[src/rtl/scp_pkg.sv]
// Shared constants for the SCP IO hub: status word bit positions.
// Latency: n/a (constants only).
// Backpressure: n/a.
package scp_pkg;

   // Bit positions inside the status word returned by IOS
   localparam int ST_TXE = 0;   // TX FIFO empty
   localparam int ST_TXF = 1;   // TX FIFO full
   localparam int ST_RXF = 2;   // RX holding register full
   localparam int ST_OVF = 3;   // sticky: write to a full TX FIFO
   localparam int ST_UNF = 4;   // sticky: read of an empty RX register
   localparam int ST_W   = 5;

endpackage : scp_pkg

[src/rtl/scp_sync_fifo.sv]
// Single-clock FIFO with registered storage; head is the oldest entry.
// Latency: push visible at head/empty one cycle after the edge.
// Backpressure: push while full is dropped; pop while empty is ignored.
module scp_sync_fifo #(
   parameter int W     = 8,
   parameter int DEPTH = 4
) (
   input  logic         clk,
   input  logic         rst,
   input  logic         push,
   input  logic         pop,
   input  logic [W-1:0] din,
   output logic         full,
   output logic         empty,
   output logic [W-1:0] head
);

   localparam int AW = $clog2(DEPTH);

   logic [W-1:0]  mem_q [DEPTH];
   logic [W-1:0]  mem_d [DEPTH];
   logic [AW-1:0] wr_ptr_q, wr_ptr_d;
   logic [AW-1:0] rd_ptr_q, rd_ptr_d;
   logic [AW:0]   count_q,  count_d;
   logic          do_push, do_pop;

   // Full/empty come from the count sampled before the edge, so a pop never frees room for a same-cycle push
   assign full    = (count_q == (AW+1)'(DEPTH));
   assign empty   = (count_q == '0);
   assign head    = mem_q[rd_ptr_q];
   assign do_push = push & ~full;
   assign do_pop  = pop & ~empty;

   // Next-state: write at wr_ptr, advance pointers with natural wrap, track occupancy
   always_comb begin
      mem_d    = mem_q;
      wr_ptr_d = wr_ptr_q;
      rd_ptr_d = rd_ptr_q;
      count_d  = count_q + (AW+1)'(do_push) - (AW+1)'(do_pop);
      if (do_push) begin
         mem_d[wr_ptr_q] = din;
         wr_ptr_d        = wr_ptr_q + 1'b1;
      end
      if (do_pop) begin
         rd_ptr_d = rd_ptr_q + 1'b1;
      end
   end

   // State registers; reset discards all buffered entries
   always_ff @(posedge clk or posedge rst) begin
      if (rst) begin
         mem_q    <= '{default: '0};
         wr_ptr_q <= '0;
         rd_ptr_q <= '0;
         count_q  <= '0;
      end else begin
         mem_q    <= mem_d;
         wr_ptr_q <= wr_ptr_d;
         rd_ptr_q <= rd_ptr_d;
         count_q  <= count_d;
      end
   end

endmodule : scp_sync_fifo

[src/rtl/scp_io_hub.sv]
// NCH byte channels on the SCP bus: TX FIFO per channel, one-entry RX register, sticky ovf/unf flags.
// Latency: IOW->TX_VALID 1 cycle, RX capture->readable 1 cycle, bus reads combinational.
// Backpressure: TX holds head while TX_READY low; RX_READY low while holding register is full.
module scp_io_hub
   import scp_pkg::*;
#(
   parameter int BUS_W    = 16,
   parameter int DW       = 8,
   parameter int NCH      = 4,
   parameter int TX_DEPTH = 4
) (
   input  logic                    CLK,
   input  logic                    AR,
   input  logic                    IOR,
   input  logic                    IOW,
   input  logic                    IOS,
   input  logic [$clog2(NCH)-1:0]  CH_SEL,
   input  logic [BUS_W-1:0]        DATA_IN,
   output logic [BUS_W-1:0]        DATA_OUT,
   output logic                    DATA_OE,
   output logic [NCH*DW-1:0]       TX_DATA,
   output logic [NCH-1:0]          TX_VALID,
   input  logic [NCH-1:0]          TX_READY,
   input  logic [NCH*DW-1:0]       RX_DATA,
   input  logic [NCH-1:0]          RX_VALID,
   output logic [NCH-1:0]          RX_READY,
   output logic                    IRQ
);

   localparam int CSW = $clog2(NCH);

   logic [NCH-1:0]  sel;
   logic            rd_stb, st_stb;
   logic [NCH-1:0]  tx_full, tx_empty, tx_push, tx_pop;
   logic [DW-1:0]   tx_head [NCH];
   logic [DW-1:0]   rx_data_q [NCH];
   logic [DW-1:0]   rx_data_d [NCH];
   logic [NCH-1:0]  rx_full_q, rx_full_d;
   logic [NCH-1:0]  ovf_q, ovf_d;
   logic [NCH-1:0]  unf_q, unf_d;
   logic [DW-1:0]   rd_byte;
   logic [ST_W-1:0] status;

   // One-hot channel decode of CH_SEL
   always_comb begin
      sel = '0;
      for (int c = 0; c < NCH; c++) begin
         sel[c] = (CH_SEL == CSW'(c));
      end
   end

   // IOR has priority: a combined IOR+IOS is a plain read and leaves the flags alone
   assign rd_stb   = IOR;
   assign st_stb   = IOS & ~IOR;
   assign tx_push  = {NCH{IOW}} & sel;
   assign tx_pop   = TX_READY & ~tx_empty;
   assign TX_VALID = ~tx_empty;
   assign RX_READY = ~rx_full_q;
   assign IRQ      = |(rx_full_q | ovf_q | unf_q);

   genvar g;
   generate
      for (g = 0; g < NCH; g++) begin : g_tx
         scp_sync_fifo #(.W(DW), .DEPTH(TX_DEPTH)) u_fifo (
            .clk   (CLK),
            .rst   (AR),
            .push  (tx_push[g]),
            .pop   (tx_pop[g]),
            .din   (DATA_IN[DW-1:0]),
            .full  (tx_full[g]),
            .empty (tx_empty[g]),
            .head  (tx_head[g])
         );
         assign TX_DATA[g*DW +: DW] = tx_head[g];
      end
      if (BUS_W > DW) begin : g_unused
         logic unused_data_in_hi;
         assign unused_data_in_hi = ^DATA_IN[BUS_W-1:DW];
      end
   endgenerate

   // RX capture/clear and sticky flag update; a set in the same cycle beats an IOS clear
   always_comb begin
      rx_data_d = rx_data_q;
      rx_full_d = rx_full_q;
      ovf_d     = ovf_q;
      unf_d     = unf_q;
      for (int c = 0; c < NCH; c++) begin
         if (RX_VALID[c] && !rx_full_q[c]) begin
            rx_full_d[c] = 1'b1;
            rx_data_d[c] = RX_DATA[c*DW +: DW];
         end else if (rd_stb && sel[c]) begin
            rx_full_d[c] = 1'b0;
         end
         ovf_d[c] = (IOW & sel[c] & tx_full[c])
                  | (ovf_q[c] & ~(st_stb & sel[c]));
         unf_d[c] = (rd_stb & sel[c] & ~rx_full_q[c])
                  | (unf_q[c] & ~(st_stb & sel[c]));
      end
   end

   // Per-channel RX and flag registers
   always_ff @(posedge CLK or posedge AR) begin
      if (AR) begin
         rx_data_q <= '{default: '0};
         rx_full_q <= '0;
         ovf_q     <= '0;
         unf_q     <= '0;
      end else begin
         rx_data_q <= rx_data_d;
         rx_full_q <= rx_full_d;
         ovf_q     <= ovf_d;
         unf_q     <= unf_d;
      end
   end

   // Combinational bus read mux; an empty RX register reads as zero
   always_comb begin
      rd_byte = '0;
      status  = '0;
      for (int c = 0; c < NCH; c++) begin
         if (sel[c]) begin
            rd_byte        = rx_full_q[c] ? rx_data_q[c] : '0;
            status[ST_TXE] = tx_empty[c];
            status[ST_TXF] = tx_full[c];
            status[ST_RXF] = rx_full_q[c];
            status[ST_OVF] = ovf_q[c];
            status[ST_UNF] = unf_q[c];
         end
      end
      DATA_OE  = (IOR | IOS) & ~AR;
      DATA_OUT = '0;
      if (DATA_OE) begin
         DATA_OUT = IOR ? BUS_W'(rd_byte) : BUS_W'(status);
      end
   end

endmodule : scp_io_hub
[config.mk]
export PLATFORM = sky130hd
export DESIGN_NAME = scp_io_hub
export DESIGN_NICKNAME = d
export VERILOG_FILES = /design/src/rtl/scp_pkg.sv /design/src/rtl/scp_sync_fifo.sv /design/src/rtl/scp_io_hub.sv
export SDC_FILE = /design/constraint.sdc
export NUM_CORES = 1
export LEC_CHECK = 0
export CAP_MARGIN = 40
export CORE_MARGIN = 2
export CORE_UTILIZATION = 56
export DETAILED_ROUTE_END_ITERATION = 16
export PLACE_DENSITY = 0.78
export SLEW_MARGIN = 10
export SYNTH_ARGS = -nofsm -noshare
export SYNTH_HDL_FRONTEND = slang
export SYNTH_SLANG_ARGS = --single-unit
[constraint.sdc]
create_clock -name CLK -period 7 [get_ports CLK]
set_input_delay 0.7 -clock CLK [delete_from_list [all_inputs] [get_ports CLK]]
set_output_delay 0.7 -clock CLK [all_outputs]
set_load 0.02 [all_outputs]
# --- Word level (Yosys, flattened, before mapping) ---
# Cells that the tools add are included.
totals:
  register_bits: 200
  inputBits: 63
  out_inout_bits: 58
  wordCells: 224
classes:
  n_addsub: 16
  magnitude_cmp: 12
  eq_ne: 7
  muxes: 46
  bitwise: 79
  n_reduce_logical: 26
op_table:
  columns: ["op", "count"]
  rows:
  - ["$mux 8", 22]
  - ["$bwmux 32", 4]
  - ["$bmux 8 s2", 4]
  - ["$demux 8 s2", 4]
  - ["$and 1x1->1", 38]
  - ["$ge 3x3->1 const B", 8]
  - ["$not 2->3", 8]
  - ["$mux 5", 4]
  - ["$not 1->1", 18]
  - ["$add 2x1->2 const B", 8]
  - ["$add 3x1->3", 4]
  - ["$eq 3x3->1 const B", 4]
  - ["$logic_and 1x1->1", 12]
  - ["$logic_not 3->1", 4]
  - ["$lt 3x1->1 const B", 4]
  - ["$sub 3x1->3", 4]
  - ["$or 1x1->1", 9]
  - ["$and 4x4->4", 2]
  - ["$mux 1", 8]
  - ["$not 4->4", 2]
  - ["$or 4x4->4", 2]
  - ["$reduce_bool 2->1", 4]
  - ["$eq 2x2->1 const B", 2]
  - ["$logic_not 1->1", 4]
  - ["3 further kinds", 3]

# --- Longest topological paths before layout ---
# Gate-level depths: netlist of the first run.
logic_depth:
  depth_word: 7
  depth_mapped: 9
  mapped_depth_nobuf: 9

# --- Modules after synthesis ---
# A second synthesis of the first run with hierarchy kept.
hier_totals:
  hier_cells: 663
  hier_area_um2: 9542.9
by_module_without_submodules:
  columns: ["mod", "instances", "cells_each", "area_each_um2", "seq_area_each_um2"]
  rows:
  - ["scp_sync_fifo", 4, 113, 1779.2, 975.9]
  - ["scp_io_hub", 1, 211, 2426.1, 1101.1]

# --- Least setup slack after synthesis of the first run ---
# No wires, ideal clock.
synth_timing:
  path_type: "in2out"
  start: "input port CH_SEL[1]"
  end: "output port DATA_OUT[7]"
  t_arrival_ns: 2.003
  t_required_ns: 6.300
  path_slack_ns: 4.297
  stages: 5
  path_buffers: 3
  cell_sequence: "buf_2 > buf_2 > clkbuf_1 > a311oi_1 > a311oi_1"
synth_between:
  elab_chain_cells: 7
  elab_cells_between_ends: 10
  classes_between: "eq/ne (3); mux (6); reduce/logical (1)"
synth_rtl:
  columns: ["item", "line", "source"]
  rows:
  - ["start: declaration", "scp_io_hub.sv:17", "input logic [$clog2(NCH)-1:0] CH_SEL,"]
  - ["$logic_not 2->1", "scp_io_hub.sv:48", "sel[c] = (CH_SEL == CSW'(c));"]
  - ["$mux 8 (3 in series)", "scp_io_hub.sv:122", "if (sel[c]) begin"]
  - ["$mux 8 (*)", "scp_io_hub.sv:122", null]
  - ["$mux 8 (*)", "scp_io_hub.sv:134", "DATA_OUT = IOR ? BUS_W'(rd_byte) : BUS_W'(status);"]
  - ["$mux 8 (*)", "scp_io_hub.sv:133", "if (DATA_OE) begin"]
  - ["end: declaration", "scp_io_hub.sv:19", "output logic [BUS_W-1:0] DATA_OUT,"]
# Mark *: on every way between the ends. The rest lies on a longest branch, timed or not.

# --- Final worst setup path of the first run ---
layout_timing:
  start: "input port IOR"
  end: "output port DATA_OUT[7]"
layout_between:
  elab_chain_cells: 3
  elab_cells_between_ends: 4
  classes_between: "mux (2); bitwise (2)"
layout_rtl:
  columns: ["item", "line", "source"]
  rows:
  - ["start: declaration", "scp_io_hub.sv:14", "input logic IOR,"]
  - ["$or 1x1->1", "scp_io_hub.sv:131", "DATA_OE = (IOR | IOS) & ~AR;"]
  - ["$and 1x1->1", "scp_io_hub.sv:131", null]
  - ["$mux 8 (*)", "scp_io_hub.sv:133", null]
# Marks and branches as above.

==> results of run 1 <==
worst max-delay path, cell delays in order:
cell and delay (ns):
clkdlybuf4s50_1 0.94, nand2b_1 0.23, o21bai_1 0.26, a311oi_1 0.30, clkdlybuf4s50_1 0.66
cell usage after synthesis, types with 2 or more instances:
cell type	count	share of area [%]
o31ai_1	2	0.16
clkbuf_1	19	0.75
mux4_2	38	9.0
buf_4	10	0.79
ha_1	24	3.2
nor3_1	5	0.26
o21ai_0	9	0.47
buf_2	13	0.68
a31oi_1	4	0.26
nand3_2	16	1.7
nand3_1	8	0.42
or3b_1	4	0.37
dfrtp_1	200	53
mux2_1	5	0.59
nor2_1	5	0.20
inv_1	31	1.2
or3_1	4	0.26
mux2_2	159	19
nand2_1	18	0.71
a311oi_1	2	0.18
nand2b_1	9	0.59
xor2_1	5	0.46
a22o_1	2	0.18
buf_1	3	0.12
xnor2_1	15	1.4
and2_1	8	0.53
nor4_1	3	0.20
fa_1	4	0.84
nor2b_1	8	0.53
a21o_1	3	0.24
a221oi_1	10	0.92
and3b_1	3	0.28
kinds of logic after synthesis:
family                   count (synthesis)
multiplexers                           202
flip-flops                             200
AND/OR/NAND/NOR                         96
buffers and inverters                   77
AO/OA/AOI/OAI                           38
adder cells (fa/ha/maj)                 28
XOR/XNOR                                20
other                                    1
layout make-up:
class / count / share of cell area (%)
Clock buffer: 19 / 3.936
Clock inverter: 13 / 1.201
Inverter: 31 / 1.101
Multi-Input combinational cell: 392 / 37.22
Sequential cell: 200 / 44.47
Tap cell: 220 / 2.446
Timing Repair Buffer: 108 / 9.628
metrics by stage:
stage	instances	hold WS [ns]	area, µm²
after floorplan	669	0.4515	9544
after global placement	950	0.4647	10660
after detailed placement	951	0.4840	10680
after CTS	983	0.5029	11250
after global routing	983	0.5163	11250
final	983	0.4980	11250
how the worst max path moves through the flow:
stage,start,endpoint,slack (ns),cells after the start
final,IOR,DATA_OUT[7],3.21,5
after global routing,IOR,DATA_OUT[7],3.10,5
after CTS,IOR,DATA_OUT[7],3.23,5
after detailed placement,IOR,DATA_OUT[7],3.26,5
after global placement,IOR,DATA_OUT[7],3.26,5
after floorplan,AR,g_tx[0].u_fifo.count_q[0],0.85,1
routing by layer:
metal  vias to the layer above  part of all wire (%)
li1                       2549                     -
met1                      3061                    44
met2                       150                    50
met3                        24                   4.8
met4                         0                   1.6
met5                         -                     0
where the power goes:
| part | leakage [nW] | internal [mW] | total (mW) | switching, mW |
|---|---|---|---|---|
| registers | 2.42 | 1.69 | 2.10 | 0.412 |
| logic | 2.15 | 1.17 | 2.01 | 0.840 |
| clock network | 0.277 | 0.512 | 0.964 | 0.452 |
| total | 4.84 | 3.36 | 5.07 | 1.70 |
state kept, by name (all words and copies together), names as in the netlist:
signal                cells
g_tx.u_fifo.mem_q       128
g_tx.u_fifo.count_q      12
g_tx.u_fifo.wr_ptr_q      8
g_tx.u_fifo.rd_ptr_q      8
rx_data_q                32
ovf_q                     4
rx_full_q                 4
unf_q                     4
==> impl_metrics.env, run 1 <==
export IMPL_cts_htree_levels=4
export IMPL_final_common_cell="dfrtp_1"
export IMPL_wirelength_um=20310
export IMPL_fillers=1171
export IMPL_hpwl_um=13990
export IMPL_synthAdderAreaFrac_pct=3.996
export IMPL_final_antenna_net_count=0
export IMPL_die_width_um=134.4
export IMPL_endpoint_kind="primary output"
export IMPL_multi_input_area_mm2=0.004189
export IMPL_finalMaxSlewViolations=0
export IMPL_fin_ws_ns=3.207
export IMPL_ir_drop_uv=442.6
export IMPL_clkTransAtPathRegs_ns=0.07
export IMPL_min_delay_path_depth=1
export IMPL_final_cell_mix="200 x dfrtp_1, 159 x mux2_2, 104 x clkdlybuf4s50_1"
export IMPL_fp_coreArea_mm2=0.01658
export IMPL_grt_pass1_wl_um=33330
export IMPL_wl_per_cell_um=20.66
export IMPL_synth_top_flop_cell="dfrtp_1"
export IMPL_area_delta_synth_final_pct=18.25
export IMPL_tightest_slew_ns=0.8463
export IMPL_synth_cells=662
export IMPL_clock_skew_ns=0.009765
export IMPL_reg2regPathDepth=9
export IMPL_grt_overflow=0
export IMPL_grt_total_usage_pct=23.96
export IMPL_synth_compound_area_share_pct=2.958
export IMPL_fmax_ghz=0.2637
export IMPL_worstSkewPairLatency_ns=0.43
export IMPL_required_ns=6.30
export IMPL_synth_avg_cell_area_um2=14.38
export IMPL_ys_ff_latch=200
export IMPL_synth_edf_count=0
export IMPL_fp_dieArea_mm2=0.01806
export IMPL_cp_start_kind="input pin"
export IMPL_die_h_um=134.4
export IMPL_pre_cts_slack_ns=3.259
export IMPL_drtPass1Iterations=7
export IMPL_met2_usage_pct=39.29
export IMPL_postCtsSetupRepairBufs=0
export IMPL_r2r_start="g_tx[0].u_fifo.count_q[1]"
export IMPL_busiest_layer="met2"
export IMPL_pin_count=121
export IMPL_seqCellArea_mm2=0.005005
export IMPL_hold_path_class="register to register"
export IMPL_synth_top_family_by_area="multiplexers"
export IMPL_antenna_found_initial=0
export IMPL_synth_simple_area_share_pct=6.507
export IMPL_synthMuxAreaShare_pct=28.39
export IMPL_io_buffers=104
export IMPL_drt_iter0_markers=450
export IMPL_vias_per_cell=5.884
export IMPL_final_period_utilization_pct=54.18
export IMPL_ctsResizeCount=0
export IMPL_drive_gt1_share_pct=33.16
export IMPL_start_util_pct=57.39
export IMPL_synth_xor_area_share_pct=1.840
export IMPL_insertedDiodeCount=0
export IMPL_final_util_pct=67.87
export IMPL_num_vias=5784
export IMPL_root_buffer="clkbuf_16"
export IMPL_synth_async_reset_ratio_pct=100.0
export IMPL_crit_fanout=20
export IMPL_r2r_slack_ns=4.51
export IMPL_hold_viol=0
export IMPL_cts_max_path_buffers=2
export IMPL_cap_viol_max_count=0
export IMPL_met1_usage_pct=32.83
export IMPL_crit_type="input pin to primary output"
export IMPL_synthesis_area_mm2=0.009518
export IMPL_grt_pass1_vias=6226
export IMPL_cts_sinks=200
export IMPL_final_setup_tns_ns=0
export IMPL_synth_seq_area_share_pct=52.58
export IMPL_nets=841
export IMPL_ctsHoldBuffers=0
export IMPL_grt_max_degree=125
export IMPL_crit_arrival_ns=3.09
export IMPL_min_to="g_tx[1].u_fifo.mem_q[3]"
export IMPL_leakagePower_nw=4.844
export IMPL_period_minus_slack_ns=3.793
export IMPL_max_slew_margin_pct=43.58
export IMPL_p_per_area_mw_per_mm2=450.4
export IMPL_rsz0062_at_grt="no"
export IMPL_status="completed"
export IMPL_numCtsBuffers=17
export IMPL_place_congestion=0.8464
export IMPL_reg2reg_to="g_tx[0].u_fifo.count_q[2]"
export IMPL_finalSetupViolCount=0
export IMPL_ys_types=45
export IMPL_hp_start="g_tx[1].u_fifo.mem_q[3]"
export IMPL_synth_warnings=0
export IMPL_grtUsageMet3_pct=5.064
export IMPL_rows=47
export IMPL_cts_tree="built"
export IMPL_drc=0
export IMPL_p_total_mw=5.069
Note: power is estimated with default switching activity, not from simulation.
==> inputs of run 2 (changes only) <==
--- a/config.mk
+++ b/config.mk
@@ -7,9 +7,9 @@
 export LEC_CHECK = 0
 export CAP_MARGIN = 40
 export CORE_MARGIN = 2
-export CORE_UTILIZATION = 56
+export CORE_UTILIZATION = 50
 export DETAILED_ROUTE_END_ITERATION = 16
-export PLACE_DENSITY = 0.78
+export PLACE_DENSITY = 0.73
 export SLEW_MARGIN = 10
 export SYNTH_ARGS = -nofsm -noshare
 export SYNTH_HDL_FRONTEND = slang
==> constraint.sdc (replaced) <==
create_clock -name CLK -period 3.4 [get_ports CLK]
set_input_delay 0.34 -clock CLK [delete_from_list [all_inputs] [get_ports CLK]]
set_output_delay 0.34 -clock CLK [all_outputs]
set_load 0.02 [all_outputs]
==> run 2 against run 1 <==
Net effect:
- clock power grew 120%
- sequential power grew 110%
- first-iteration DRC count shrank 16%
- register-to-register slack lost 3.6 ns
- largest power group unchanged
- sequential cell count is the same
- global-route usage shrank 2.0 points
- count of clock-buffer cells in the layout is the same
- cell area grew 0.80%
- critical path depth grew 1
- power grew 110%
- via count shrank 0.41%
- highest routed layer unchanged
- final cell count grew 1.8%
==> impl_metrics.env, run 2 (synthesized netlist as in run 1, its figures left out) <==
export IMPL_reg2regPathDepth=9
export IMPL_fp_coreArea_mm2=0.01871
export IMPL_finalMaxSlewViolations=0
export IMPL_fin_ws_ns=0.3024
export IMPL_cts_tree="built"
export IMPL_vias_per_cell=5.754
export IMPL_grt_overflow=0
export IMPL_cp_top_family="buffers and inverters"
export IMPL_grt_total_usage_pct=21.91
export IMPL_critPathLaunch="CH_SEL[0]"
export IMPL_hold_viol=0
export IMPL_p_per_area_mw_per_mm2=926.5
export IMPL_grt_max_degree=81
export IMPL_p_int_mw=7.019
export IMPL_final_cell_mix="200 x dfrtp_1, 159 x mux2_2, 104 x clkdlybuf4s50_1"
export IMPL_root_buffer="clkbuf_16"
export IMPL_crit_type="input pin to primary output"
export IMPL_leakagePower_nw=4.880
export IMPL_rows=50
export IMPL_nets=845
export IMPL_tightest_slew_ns=0.7738
export IMPL_fp_dieArea_mm2=0.02016
export IMPL_die_h_um=142.0
export IMPL_drt_iter0_markers=376
export IMPL_grt_pass1_wl_um=33460
export IMPL_p_seq_share_pct=41.1
export IMPL_postCtsSetupRepairBufs=0
export IMPL_pre_cts_slack_ns=0.3420
export IMPL_hold_slack_ns=0.3913
export IMPL_switching_share_pct=33.22
export IMPL_drtPass1Iterations=4
export IMPL_drive_gt1_share_pct=33.64
export IMPL_rsz0062_at_grt="no"
export IMPL_place_congestion=0.8356
export IMPL_worstSkewPairLatency_ns=0.44
export IMPL_clock_skew_ns=0.01043
export IMPL_io_buffers=104
export IMPL_largest_reg_flops=128
export IMPL_final_common_cell="dfrtp_1"
export IMPL_final_setup_tns_ns=0
export IMPL_final_util_pct=60.65
export IMPL_pin_count=121
export IMPL_switchingPower_mw=3.491
export IMPL_final_antenna_net_count=0
export IMPL_ctsResizeCount=0
export IMPL_endpoint_kind="primary output"
export IMPL_hold_path_class="input pin to async pin"
export IMPL_cpMostUsedCell="clkdlybuf4s50_1"
export IMPL_critPathMaxStageDelay_ns=0.69
export IMPL_crit_buf_inv=3
export IMPL_wirelength_um=20480
export IMPL_wl_per_cell_um=20.46
export IMPL_insertedDiodeCount=0
export IMPL_max_slew_margin_pct=48.31
export IMPL_final_period_utilization_pct=91.11
export IMPL_ctsHoldBuffers=0
export IMPL_cts_htree_levels=4
export IMPL_antenna_found_initial=0
export IMPL_clkTransAtPathRegs_ns=0.07
export IMPL_die_width_um=142.0
export IMPL_fmax_ghz=0.3228
export IMPL_status="completed"
export IMPL_area_delta_synth_final_pct=19.19
export IMPL_largestRegisters="g_tx.u_fifo.mem_q x128, rx_data_q x32, g_tx.u_fifo.count_q x12"
export IMPL_crit_arrival_ns=2.76
export IMPL_critical_path_cell_chain="clkdlybuf4s50_1 > buf_4 > nor2b_1 > a221oi_1 > nor3b_1 > clkdlybuf4s50_1"
export IMPL_fillers=1404
export IMPL_period_minus_slack_ns=3.098
export IMPL_start_util_pct=50.88
export IMPL_required_ns=3.06
export IMPL_r2r_slack_ns=0.90
export IMPL_hpwl_um=14620
export IMPL_num_vias=5760
export IMPL_reg2reg_to="g_tx[0].u_fifo.count_q[2]"
export IMPL_cts_max_path_buffers=2
export IMPL_cp_start_kind="input pin"
export IMPL_numCtsBuffers=17
export IMPL_drc=0
export IMPL_placed_area_mm2=0.01073
export IMPL_slowest_stage="clkdlybuf4s50_1"
export IMPL_grt_pass1_vias=6244
export IMPL_regMostFlops="g_tx.u_fifo.mem_q"
export IMPL_finalSetupViolCount=0
export IMPL_clkPwrFrac_pct=19.8
export IMPL_final_area_mm2=0.01134
export IMPL_r2r_start="g_tx[0].u_fifo.count_q[1]"
export IMPL_crit_fanout=13
export IMPL_ir_drop_uv=535.0
export IMPL_comb_power_share_pct=39.1
export IMPL_cts_sinks=200
export IMPL_cap_viol_max_count=0
run 2: power by group through the flow:
stage | combinational (mW) | sequential [mW] | clock, mW
6_report | 4.11 | 4.32 | 2.08
5_1_grt | 4.45 | 4.47 | 2.22
4_1_cts | 4.18 | 4.33 | 2.12
3_5_place_dp | 4.15 | 4.37 | 0
3_3_place_gp | 3.99 | 4.23 | 0
2_1_floorplan | 3.07 | 3.89 | 0
run 2: worst max-delay path by stage:
stage / cells past startpoint / slack [ns] / end
after global routing: 6 / 0.17 / DATA_OUT[2]
after detailed placement: 6 / 0.34 / DATA_OUT[2]
after floorplan: 1 / 0.47 / g_tx[0].u_fifo.count_q[0]
final: 6 / 0.30 / DATA_OUT[2]
after CTS: 4 / 0.32 / DATA_OUT[1]
after global placement: 6 / 0.46 / DATA_OUT[2]
run 2: area by class of cell:
class / count / area [µm²] / area share [%]
Clock inverter: 13 / 158.9 / 1.401
Timing Repair Buffer: 112 / 1126 / 9.926
Multi-Input combinational cell: 392 / 4189 / 36.93
Sequential cell: 200 / 5005 / 44.12
Inverter: 31 / 120.1 / 1.059
Tap cell: 234 / 292.8 / 2.581
Clock buffer: 19 / 452.9 / 3.993
run 2: routing by layer:
| metal | wire, µm | global-route usage, % | share of wire (%) | vias to the layer above |
|---|---|---|---|---|
| li1 | - | - | - | 2546 |
| met1 | 8864 | 28.76 | 43 | 3008 |
| met2 | 10230 | 36.56 | 50 | 171 |
| met3 | 970 | 4.980 | 4.7 | 35 |
| met4 | 421 | 7.053 | 2.1 | 0 |
| met5 | 0 | 0 | 0 | - |
run 2: per-stage QoR:
stage / power (mW) / std cells
floorplan: 6.962 / 669
global placement: 8.221 / 969
detailed placement: 8.520 / 969
CTS: 10.63 / 1001
global route: 11.15 / 1001
finish: 10.51 / 1001
==> inputs of run 3 (changes only) <==
--- a/config.mk
+++ b/config.mk
@@ -7,9 +7,9 @@
 export LEC_CHECK = 0
 export CAP_MARGIN = 40
 export CORE_MARGIN = 2
-export CORE_UTILIZATION = 50
+export CORE_UTILIZATION = 35
 export DETAILED_ROUTE_END_ITERATION = 16
-export PLACE_DENSITY = 0.73
+export PLACE_DENSITY = 0.54
 export SLEW_MARGIN = 10
 export SYNTH_ARGS = -nofsm -noshare
 export SYNTH_HDL_FRONTEND = slang
==> run 3 against run 2 <==
Net effect:
- global-route usage decreased by 5.9 points
- wire length increased by 6.0%
- sequential cell count unchanged
- final cell count increased by 11%
- sequential power about the same
- via count decreased by 1.9%
- non-clock buffer count increased by 3
- fmax increased by 1.4%
- die area increased by 42%
- hold slack improved by 0.064 ns
- clock skew increased by 0.0013 ns
- core utilization decreased by 18 points
==> impl_metrics.env, run 3 (synthesized netlist as in run 1, its figures left out) <==
export IMPL_vias_per_cell=5.086
export IMPL_comb_power_share_pct=39.9
export IMPL_hold_viol=0
export IMPL_grt_total_usage_pct=16.02
export IMPL_cap_viol_max_count=0
export IMPL_period_minus_slack_ns=3.055
export IMPL_start_util_pct=35.51
export IMPL_final_period_utilization_pct=89.85
export IMPL_finalSetupViolCount=0
export IMPL_tightest_slew_ns=0.7984
export IMPL_area_delta_synth_final_pct=20.11
export IMPL_switching_share_pct=33.86
export IMPL_critical_path_cell_chain="or3b_1 > mux4_2 > o22ai_2 > clkdlybuf4s50_1"
export IMPL_final_antenna_net_count=0
export IMPL_pin_count=121
export IMPL_crit_type="register to primary output"
export IMPL_worstSkewPairLatency_ns=0.43
export IMPL_root_buffer="clkbuf_16"
export IMPL_largestRegisters="g_tx.u_fifo.mem_q x128, rx_data_q x32, g_tx.u_fifo.count_q x12"
export IMPL_crit_fanout=7
export IMPL_drt_iter0_markers=251
export IMPL_critPathLaunch="g_tx[1].u_fifo.count_q[1]"
export IMPL_rsz0062_at_grt="no"
export IMPL_fmax_ghz=0.3273
export IMPL_fp_dieArea_mm2=0.02853
export IMPL_switchingPower_mw=3.513
export IMPL_drive_gt1_share_pct=33.77
export IMPL_pre_cts_slack_ns=0.3946
export IMPL_cts_htree_levels=4
export IMPL_p_int_mw=6.860
export IMPL_fp_coreArea_mm2=0.02680
export IMPL_fillers=2428
export IMPL_clkPwrFrac_pct=18.5
export IMPL_rows=60
export IMPL_final_util_pct=42.66
export IMPL_io_buffers=104
export IMPL_r2r_slack_ns=0.93
export IMPL_required_ns=3.06
export IMPL_grt_pass1_vias=6249
export IMPL_reg2regPathDepth=9
export IMPL_slowest_stage="clkdlybuf4s50_1"
export IMPL_p_seq_share_pct=41.5
export IMPL_crit_arrival_ns=2.71
export IMPL_nets=848
export IMPL_max_slew_margin_pct=46.66
export IMPL_cts_max_path_buffers=2
export IMPL_die_h_um=168.9
export IMPL_drc=0
export IMPL_grt_max_degree=54
export IMPL_final_cell_mix="200 x dfrtp_1, 159 x mux2_2, 104 x clkdlybuf4s50_1"
export IMPL_leakagePower_nw=4.856
export IMPL_regMostFlops="g_tx.u_fifo.mem_q"
export IMPL_grt_pass1_wl_um=35110
export IMPL_fin_ws_ns=0.3450
export IMPL_insertedDiodeCount=0
export IMPL_postCtsSetupRepairBufs=0
export IMPL_num_vias=5650
export IMPL_endpoint_kind="primary output"
export IMPL_numCtsBuffers=17
export IMPL_r2r_start="g_tx[0].u_fifo.count_q[2]"
export IMPL_antenna_found_initial=0
export IMPL_clkTransAtPathRegs_ns=0.08
export IMPL_ctsHoldBuffers=0
export IMPL_ctsResizeCount=0
export IMPL_cts_tree="built"
export IMPL_ir_drop_uv=420.1
export IMPL_wirelength_um=21700
export IMPL_critPathMaxStageDelay_ns=0.64
export IMPL_clock_skew_ns=0.01175
export IMPL_hold_path_class="input pin to async pin"
export IMPL_cp_start_kind="register"
export IMPL_finalMaxSlewViolations=0
export IMPL_final_common_cell="dfrtp_1"
export IMPL_die_width_um=168.9
export IMPL_p_per_area_mw_per_mm2=907.4
export IMPL_cts_sinks=200
export IMPL_grt_overflow=0
export IMPL_largest_reg_flops=128
export IMPL_drtPass1Iterations=4
export IMPL_hpwl_um=15760
export IMPL_final_setup_tns_ns=0
export IMPL_place_congestion=0.7831
export IMPL_reg2reg_to="g_tx[0].u_fifo.count_q[2]"
export IMPL_wl_per_cell_um=19.54
export IMPL_status="completed"
[run 3: layout make-up]
cell class	count	area [µm²]	area share, %
tap	341	426.7	3.732
clock buffer	19	442.9	3.874
multi-input combinational	392	4189	36.64
inverter	31	120.1	1.051
sequential	200	5005	43.78
clock inverter	13	112.6	0.9850
timing repair buffer	115	1136	9.938
[run 3: through the flow]
stage | power [mW] | area [µm²] | cells | hold slack [ns]
2_1_floorplan | 6.962 | 9548 | 669 | 0.4515
3_3_place_gp | 8.315 | 10880 | 1079 | 0.4668
4_1_cts | 10.52 | 11430 | 1111 | 0.4594
5_1_grt | 11.03 | 11430 | 1111 | 0.4948
6_report | 10.37 | 11430 | 1111 | 0.4558
3_5_place_dp | 8.556 | 10880 | 1079 | 0.4827
[run 3: routing by layer]
layer / up-vias / track usage [%] / wire (µm)
met5: - / 0 / 0
met4: 0 / 3.711 / 264
met3: 22 / 3.741 / 949
met2: 124 / 26.37 / 10470
met1: 2938 / 21.59 / 10020
li1: 2566 / - / -
[run 3: how the worst max path moves through the flow]
stage | slack, ns | endpoint
2_1_floorplan | 0.47 | g_tx[0].u_fifo.count_q[0]
3_3_place_gp | 0.46 | DATA_OUT[3]
3_5_place_dp | 0.39 | g_tx[0].u_fifo.count_q[2]
4_1_cts | 0.33 | DATA_OUT[1]
5_1_grt | 0.25 | DATA_OUT[3]
6_report | 0.35 | DATA_OUT[1]
[run 3: power by group through the flow]
stage	Clock [mW]	Combinational [mW]	Sequential, mW
detailed placement	0	4.19	4.36
global route	2.10	4.47	4.47
global placement	0	4.06	4.25
floorplan	0	3.07	3.89
finish	1.92	4.14	4.31
CTS	1.98	4.22	4.32
[run 3: worst max-delay path, delay by kind of cell (launching register included)]
family,cells,cell delay (ns)
simple gates,1,0.56
mux,1,0.56
compound gates,1,0.14
buf+inv,1,0.64
flops,1,0.39
